File: src/rtl/cpu_pkg.sv
// Shared definitions for the instruction-fetch slice.
//   INSTR_W           : instruction word width
//   PC_STEP           : byte distance between consecutive instruction words
//   LAST_ADDR_DEFAULT : byte address of the final populated instruction word
//   fetch_state_e     : fetch controller states
package cpu_pkg;

  localparam int INSTR_W           = 32;
  localparam int PC_STEP           = 4;
  localparam int LAST_ADDR_DEFAULT = 356;

  typedef enum logic [1:0] {
    FS_IDLE = 2'd0,
    FS_RUN  = 2'd1,
    FS_DONE = 2'd2
  } fetch_state_e;

endpackage

File: src/rtl/fetch_buf2.sv
// Two-entry synchronous FIFO with flush. The head entry always lives in
// slot 0, so the head outputs come straight from a register.
//   clk, rst_n   : clock, asynchronous active-low reset
//   flush_i      : empties the FIFO; overrides push and pop
//   push_i       : write push_data_i at the tail (ignored when full without pop)
//   push_data_i  : entry to write
//   pop_i        : remove the head (ignored when empty)
//   head_o       : head entry contents
//   valid_o      : FIFO holds at least one entry
//   count_o      : number of entries held (0..2)
module fetch_buf2 #(
  parameter int W = 64
) (
  input  logic         clk,
  input  logic         rst_n,
  input  logic         flush_i,
  input  logic         push_i,
  input  logic [W-1:0] push_data_i,
  input  logic         pop_i,
  output logic [W-1:0] head_o,
  output logic         valid_o,
  output logic [1:0]   count_o
);

  logic [W-1:0] slot0_q, slot1_q;
  logic [1:0]   count_q;
  logic         pop_ok, push_ok;

  assign pop_ok  = pop_i && (count_q != 2'd0);
  // A full FIFO still accepts a push when the head leaves in the same cycle.
  assign push_ok = push_i && ((count_q != 2'd2) || pop_ok);

  // NOTE: the storage slots are reset too, because slot 0 is a visible
  // output whose value must be defined (zero) straight out of reset.
  always_ff @(posedge clk or negedge rst_n) begin
    if (!rst_n) begin
      slot0_q <= '0;
      slot1_q <= '0;
      count_q <= 2'd0;
    end else if (flush_i) begin
      count_q <= 2'd0;
    end else begin
      unique case ({push_ok, pop_ok})
        2'b11: begin
          if (count_q == 2'd2) begin
            slot0_q <= slot1_q;
            slot1_q <= push_data_i;
          end else begin
            slot0_q <= push_data_i;
          end
        end
        2'b10: begin
          if (count_q == 2'd0) slot0_q <= push_data_i;
          else                 slot1_q <= push_data_i;
          count_q <= count_q + 2'd1;
        end
        2'b01: begin
          slot0_q <= slot1_q;
          count_q <= count_q - 2'd1;
        end
        default: ;
      endcase
    end
  end

  assign head_o  = slot0_q;
  assign valid_o = (count_q != 2'd0);
  assign count_o = count_q;

endmodule

File: src/rtl/instr_fetch_unit.sv
// Instruction fetch unit: owns the PC, reads a combinational instruction
// memory every cycle, buffers {pc, instr} pairs in a two-entry FIFO and
// hands them to decode over a valid/ready handshake.
//   clk, rst_n        : clock, asynchronous active-low reset
//   start             : pulse that begins fetching from the current PC (IDLE only)
//   imem_addr         : byte address to instruction memory (equals the PC)
//   imem_rdata        : word returned for imem_addr in the same cycle
//   redirect_valid    : load redirect_pc and flush the buffer (highest priority)
//   redirect_pc       : redirect target byte address
//   if_valid/if_ready : decode handshake
//   if_instr, if_pc   : head instruction and its byte address
//   done              : fetching has finished and the buffer is empty
//   misalign_err      : sticky flag, a misaligned redirect target was seen
//   fetch_count       : instructions accepted by decode since reset (wraps)
module instr_fetch_unit
  import cpu_pkg::*;
#(
  parameter int                ADDR_W    = 32,
  parameter int                DATA_W    = INSTR_W,
  parameter logic [ADDR_W-1:0] RESET_PC  = '0,
  parameter logic [ADDR_W-1:0] LAST_ADDR = ADDR_W'(LAST_ADDR_DEFAULT),
  parameter int                CNT_W     = 16
) (
  input  logic              clk,
  input  logic              rst_n,
  input  logic              start,
  output logic [ADDR_W-1:0] imem_addr,
  input  logic [DATA_W-1:0] imem_rdata,
  input  logic              redirect_valid,
  input  logic [ADDR_W-1:0] redirect_pc,
  output logic              if_valid,
  input  logic              if_ready,
  output logic [DATA_W-1:0] if_instr,
  output logic [ADDR_W-1:0] if_pc,
  output logic              done,
  output logic              misalign_err,
  output logic [CNT_W-1:0]  fetch_count
);

  localparam int ENTRY_W = ADDR_W + DATA_W;

  fetch_state_e        state_q;
  logic [ADDR_W-1:0]   pc_q;
  logic                misalign_q;
  logic [CNT_W-1:0]    fcnt_q;

  logic [ENTRY_W-1:0]  head;
  logic [1:0]          buf_count;
  logic                space, push, pop, past_end;

  // Room for one more entry, counting the slot freed by a pop this cycle.
  assign space    = (buf_count != 2'd2) || (if_valid && if_ready);
  assign past_end = (pc_q > LAST_ADDR);
  // A redirect discards both the pending pop and any push this cycle.
  assign pop      = if_valid && if_ready && !redirect_valid;
  assign push     = (state_q == FS_RUN) && !redirect_valid && space && !past_end;

  fetch_buf2 #(
    .W (ENTRY_W)
  ) u_buf (
    .clk         (clk),
    .rst_n       (rst_n),
    .flush_i     (redirect_valid),
    .push_i      (push),
    .push_data_i ({pc_q, imem_rdata}),
    .pop_i       (pop),
    .head_o      (head),
    .valid_o     (if_valid),
    .count_o     (buf_count)
  );

  // NOTE: every register here is sequential state, so it is written only
  // with non-blocking assignments; combinational helpers live in assigns.
  always_ff @(posedge clk or negedge rst_n) begin
    if (!rst_n) begin
      state_q    <= FS_IDLE;
      pc_q       <= RESET_PC;
      misalign_q <= 1'b0;
      fcnt_q     <= '0;
    end else begin
      if (pop) fcnt_q <= fcnt_q + CNT_W'(1);

      if (redirect_valid) begin
        state_q <= FS_RUN;
        pc_q    <= {redirect_pc[ADDR_W-1:2], 2'b00};
        if (redirect_pc[1:0] != 2'b00) misalign_q <= 1'b1;
      end else begin
        unique case (state_q)
          FS_IDLE: if (start) state_q <= FS_RUN;
          FS_RUN: begin
            if (past_end) begin
              // Landed beyond the program: stop without fetching.
              state_q <= FS_DONE;
            end else if (push) begin
              pc_q <= pc_q + ADDR_W'(PC_STEP);
              if (pc_q == LAST_ADDR) state_q <= FS_DONE;
            end
          end
          FS_DONE: ;
          default: state_q <= FS_IDLE;
        endcase
      end
    end
  end

  assign imem_addr    = pc_q;
  assign if_pc        = head[ENTRY_W-1 -: ADDR_W];
  assign if_instr     = head[DATA_W-1:0];
  // Derived only from registered state, so it cannot glitch on inputs.
  assign done         = (state_q == FS_DONE) && (buf_count == 2'd0);
  assign misalign_err = misalign_q;
  assign fetch_count  = fcnt_q;

endmodule

File: config.mk
export PLATFORM = sky130hd
export DESIGN_NAME = instr_fetch_unit
export DESIGN_NICKNAME = d
export VERILOG_FILES = /design/src/rtl/cpu_pkg.sv /design/src/rtl/fetch_buf2.sv /design/src/rtl/instr_fetch_unit.sv
export SDC_FILE = /design/constraint.sdc
export NUM_CORES = 1
export LEC_CHECK = 0
export ABC_AREA = 1
export CORE_ASPECT_RATIO = 0.75
export CORE_MARGIN = 1
export CORE_UTILIZATION = 50
export DETAILED_ROUTE_END_ITERATION = 10
export PLACE_DENSITY = 0.78
export SYNTH_ARGS = -nofsm -noshare
export SYNTH_HDL_FRONTEND = slang
export SYNTH_SLANG_ARGS = --single-unit
export TNS_END_PERCENT = 5
File: constraint.sdc
create_clock -name clk -period 6.15 [get_ports clk]
set_clock_uncertainty 0.2 [all_clocks]
set_input_delay 1.23 -clock clk [delete_from_list [all_inputs] [get_ports clk]]
set_output_delay 1.23 -clock clk [all_outputs]
set_load 0.03 [all_outputs]
==> flow_metrics.tcl <==
set metrics [dict create \
    status "completed" \
    end_kind "register" \
    place.gp.congestion 0.8342 \
    peakVddDrop_v 0.0001885 \
    dp_slack_ps 1039 \
    tns_ps 0 \
    hpwl_um 15110 \
    dpl_cell_area_sq_um 11110 \
    cts_tree "built" \
    grt_pass1_wl_um 41060 \
    fill_cells 1593 \
    first_pass_iters 5 \
    cts_buffers 17 \
    reg2reg_to "u_buf.head_o[17]" \
    hold_buffers 0 \
    r2r_cells 11 \
    nets 1467 \
    vias 8888 \
    netlist_instances 1267 \
    synth.yosys.seq_area_share 0.4751 \
    p_leak_nw 5.477 \
    post_cts_buffers 0 \
    num_rows 42 \
    layout-area-overhead-vs-synth_pct 26.32 \
    rsz0062_at_grt "false" \
    drt-total-wl_um 24710 \
    hold_depth 2 \
    synth_area_per_cell_sq_um 7.317 \
    ys_seq_elements 176 \
    wl_per_cell_um 15.00 \
    finalCriticalPeriod_ps 4681 \
    final_cell_area_sq_um 11710 \
    grt_pass1_vias 8241 \
    die_h_um 119.9 \
    ant_nets 0 \
    grt_max_degree 129 \
    worst_pin_slew_ps 1177 \
    reg2reg_slack_ps 2310 \
    power_density_nw_per_um2 266.1 \
    grt_overflow 0 \
    worstSetupPathType "input pin to register" \
    via_per_inst 5.396 \
    cts.sinks 176 \
    p_seq_frac 0.427 \
    ios 184 \
    crit_fanout 64 \
    route.detailed.drc 0 \
    power_frac_clock 0.356 \
    die_area_sq_um 19090 \
    final_common_cell "nand2_1" \
    ys_warn_count 0 \
    cp.required_ps 6270 \
    netSwitchingPower_w 0.0009524 \
    post_cts_resized 0 \
    drtIter0Drc 865 \
    crit_chain "clkdlybuf4s50_1 > buf_4 > inv_2 > nand3_1 > nor2_1 > nand2_1 > nand2_2 > o211ai_1 > inv_1 > ha_1 > inv_2 > o21ai_0 > nand2_1 > o21ai_0 > nand2_1 > nand2_1" \
    clock_path_buffers 2 \
    drv_slew 0 \
    clockRootBuffer "clkbuf_16" \
    setup_viol_count_final 0 \
    max_cap_viol_count 0 \
    grt_antenna_before_repair 0 \
    p_sw_frac 0.3056 \
    hold_viol_final 0 \
    clock.fmax_mhz 213.6 \
    r2r_start "u_buf.count_o[0]" \
    hp-class "register to register" \
    crit_top_cell "nand2_1" \
    dieWidth_um 159.2 \
    synth_area_sq_um 9270 \
    p_comb_frac 0.217 \
    cell_internal_pwr_w 0.002164 \
    slowest_stage "inv_2" \
    clkTransAtPathRegs_ps 60 \
    finalWorstSetupSlack_ps 1469 \
    critPathMaxStageDelay_ps 780 \
    critical-path-top-delay-family "buffers and inverters" \
    slew_headroom 0.2152 \
    final_util 0.6554 \
    cts_htree_levels 4 \
    start_kind "input pin" \
    start_util 0.5188 \
    crit_buf_inv 5 \
    holdPathEnd "u_buf.slot1_q[11]" \
    holdWs_ps 301.6 \
    final_cell_mix "460 x nand2_1, 267 x o21ai_0, 180 x clkdlybuf4s50_1" \
    core_region_area_sq_um 17870 \
    cp.arrival_ps 4800 \
    netlist-cell-type-count 31 \
    numPortBuffers 181 \
    drive_above_1_share 0.04131 \
    track_usage 0.2677 \
    clk_latency_ps 440 \
    hp-start "u_buf.slot1_q[11]" \
    fin_crit_sh 0.7612 \
]
-- kinds of logic (layout without fill, tap and decap cells) --
family | Yosys count | count (layout) | share of synthesized area
adder cells (fa/ha/maj) | 7 | 7 | 0.009448
XOR/XNOR | 18 | 18 | 0.01701
AND/OR/NAND/NOR | 594 | 594 | 0.2579
buffers and inverters | 175 | 311 | 0.07788
AO/OA/AOI/OAI | 296 | 296 | 0.1622
flip-flops | 176 | 176 | 0.4751
other | 1 | 3 | 0.0004045
-- per-layer routing --
metal / vias to the layer above / wire length, um / track usage
met5: - / 0 / 0
met3: 36 / 1593 / 0.05703
met2: 307 / 11160 / 0.4131
met1: 4223 / 11530 / 0.3755
met4: 0 / 429 / 0.08894
li1: 4322 / - / -
-- synthesized netlist by cell type --
| master | number | area share |
|---|---|---|
| a21oi_1 | 5 | 0.0027 |
| a31oi_1 | 1 | 0.00068 |
| and2_1 | 1 | 0.00068 |
| buf_1 | 6 | 0.0024 |
| buf_2 | 22 | 0.012 |
| buf_4 | 10 | 0.0081 |
| clkbuf_1 | 46 | 0.019 |
| clkinv_1 | 1 | 0.00040 |
| conb_1 | 1 | 0.00040 |
| dfrtp_1 | 176 | 0.48 |
| ha_1 | 7 | 0.0094 |
| inv_1 | 83 | 0.034 |
| inv_2 | 7 | 0.0028 |
| nand2_1 | 461 | 0.19 |
| nand2_2 | 1 | 0.00068 |
| nand2_4 | 1 | 0.0012 |
| nand3_1 | 79 | 0.043 |
| nand4_1 | 3 | 0.0020 |
| nand4_4 | 1 | 0.0023 |
| nor2_1 | 38 | 0.015 |
| nor2_2 | 2 | 0.0013 |
| nor3_1 | 6 | 0.0032 |
| nor3_4 | 1 | 0.0018 |
| o2111ai_2 | 1 | 0.0016 |
| o211ai_1 | 2 | 0.0016 |
| o21ai_0 | 267 | 0.14 |
| o21ai_1 | 18 | 0.0097 |
| o21bai_1 | 1 | 0.00081 |
| o2bb2ai_1 | 1 | 0.00094 |
| xnor2_1 | 5 | 0.0047 |
| xor2_1 | 13 | 0.012 |
-- through the flow --
step	cells	total power, W
after CTS	1646	0.003131
after global placement	1614	0.002016
after global routing	1646	0.003240
after detailed placement	1614	0.002028
final	1647	0.003116
after floorplan	1268	0.001703
-- worst max path at each step --
stage                   startpoint               end  slack, ps  depth (start not counted)
floorplan                 if_ready  u_buf.count_o[1]       2900                          9
global route        redirect_valid  u_buf.head_o[13]       1200                         16
finish              redirect_valid  u_buf.head_o[17]       1470                         16
global placement    redirect_valid   u_buf.head_o[7]       1190                         16
detailed placement  redirect_valid  u_buf.head_o[20]       1040                         16
CTS                 redirect_valid  u_buf.head_o[50]       1510                         16
-- power groups by stage --
| stage | clock, W | combinational [W] | sequential (W) |
|---|---|---|---|
| after global routing | 0.00117 | 0.000728 | 0.00134 |
| final | 0.00111 | 0.000676 | 0.00133 |
| after floorplan | 0 | 0.000180 | 0.00152 |
| after global placement | 0 | 0.000665 | 0.00135 |
| after detailed placement | 0 | 0.000676 | 0.00135 |
| after CTS | 0.00112 | 0.000681 | 0.00133 |
-- state kept, by name, indices dropped and copies added (netlist names) --
register       cells
u_buf.count_o      2
u_buf.head_o      63
imem_addr         30
state_q            2
misalign_err       1
u_buf.slot1_q     62
fetch_count       16
-- worst reg2reg max path, delay by kind of cell, from the launching register on --
kind	cells	cell delay [ps]
buf+inv	3	1030
compound gates	3	900
flops	1	420
fa+ha+maj	1	270
simple gates	4	900
-- area by class of cell --
cell class | instances | area (sq um) | area share
antenna | 1 | 2.502 | 0.0002137
clock buffer | 20 | 466.7 | 0.03985
clock inverter | 12 | 132.6 | 0.01133
inverter | 91 | 341.6 | 0.02917
multi-input combinational | 917 | 4182 | 0.3571
sequential | 176 | 4404 | 0.3761
tap | 242 | 302.8 | 0.02586
timing repair buffer | 188 | 1878 | 0.1604
Note: power is estimated with default switching activity, not from simulation.
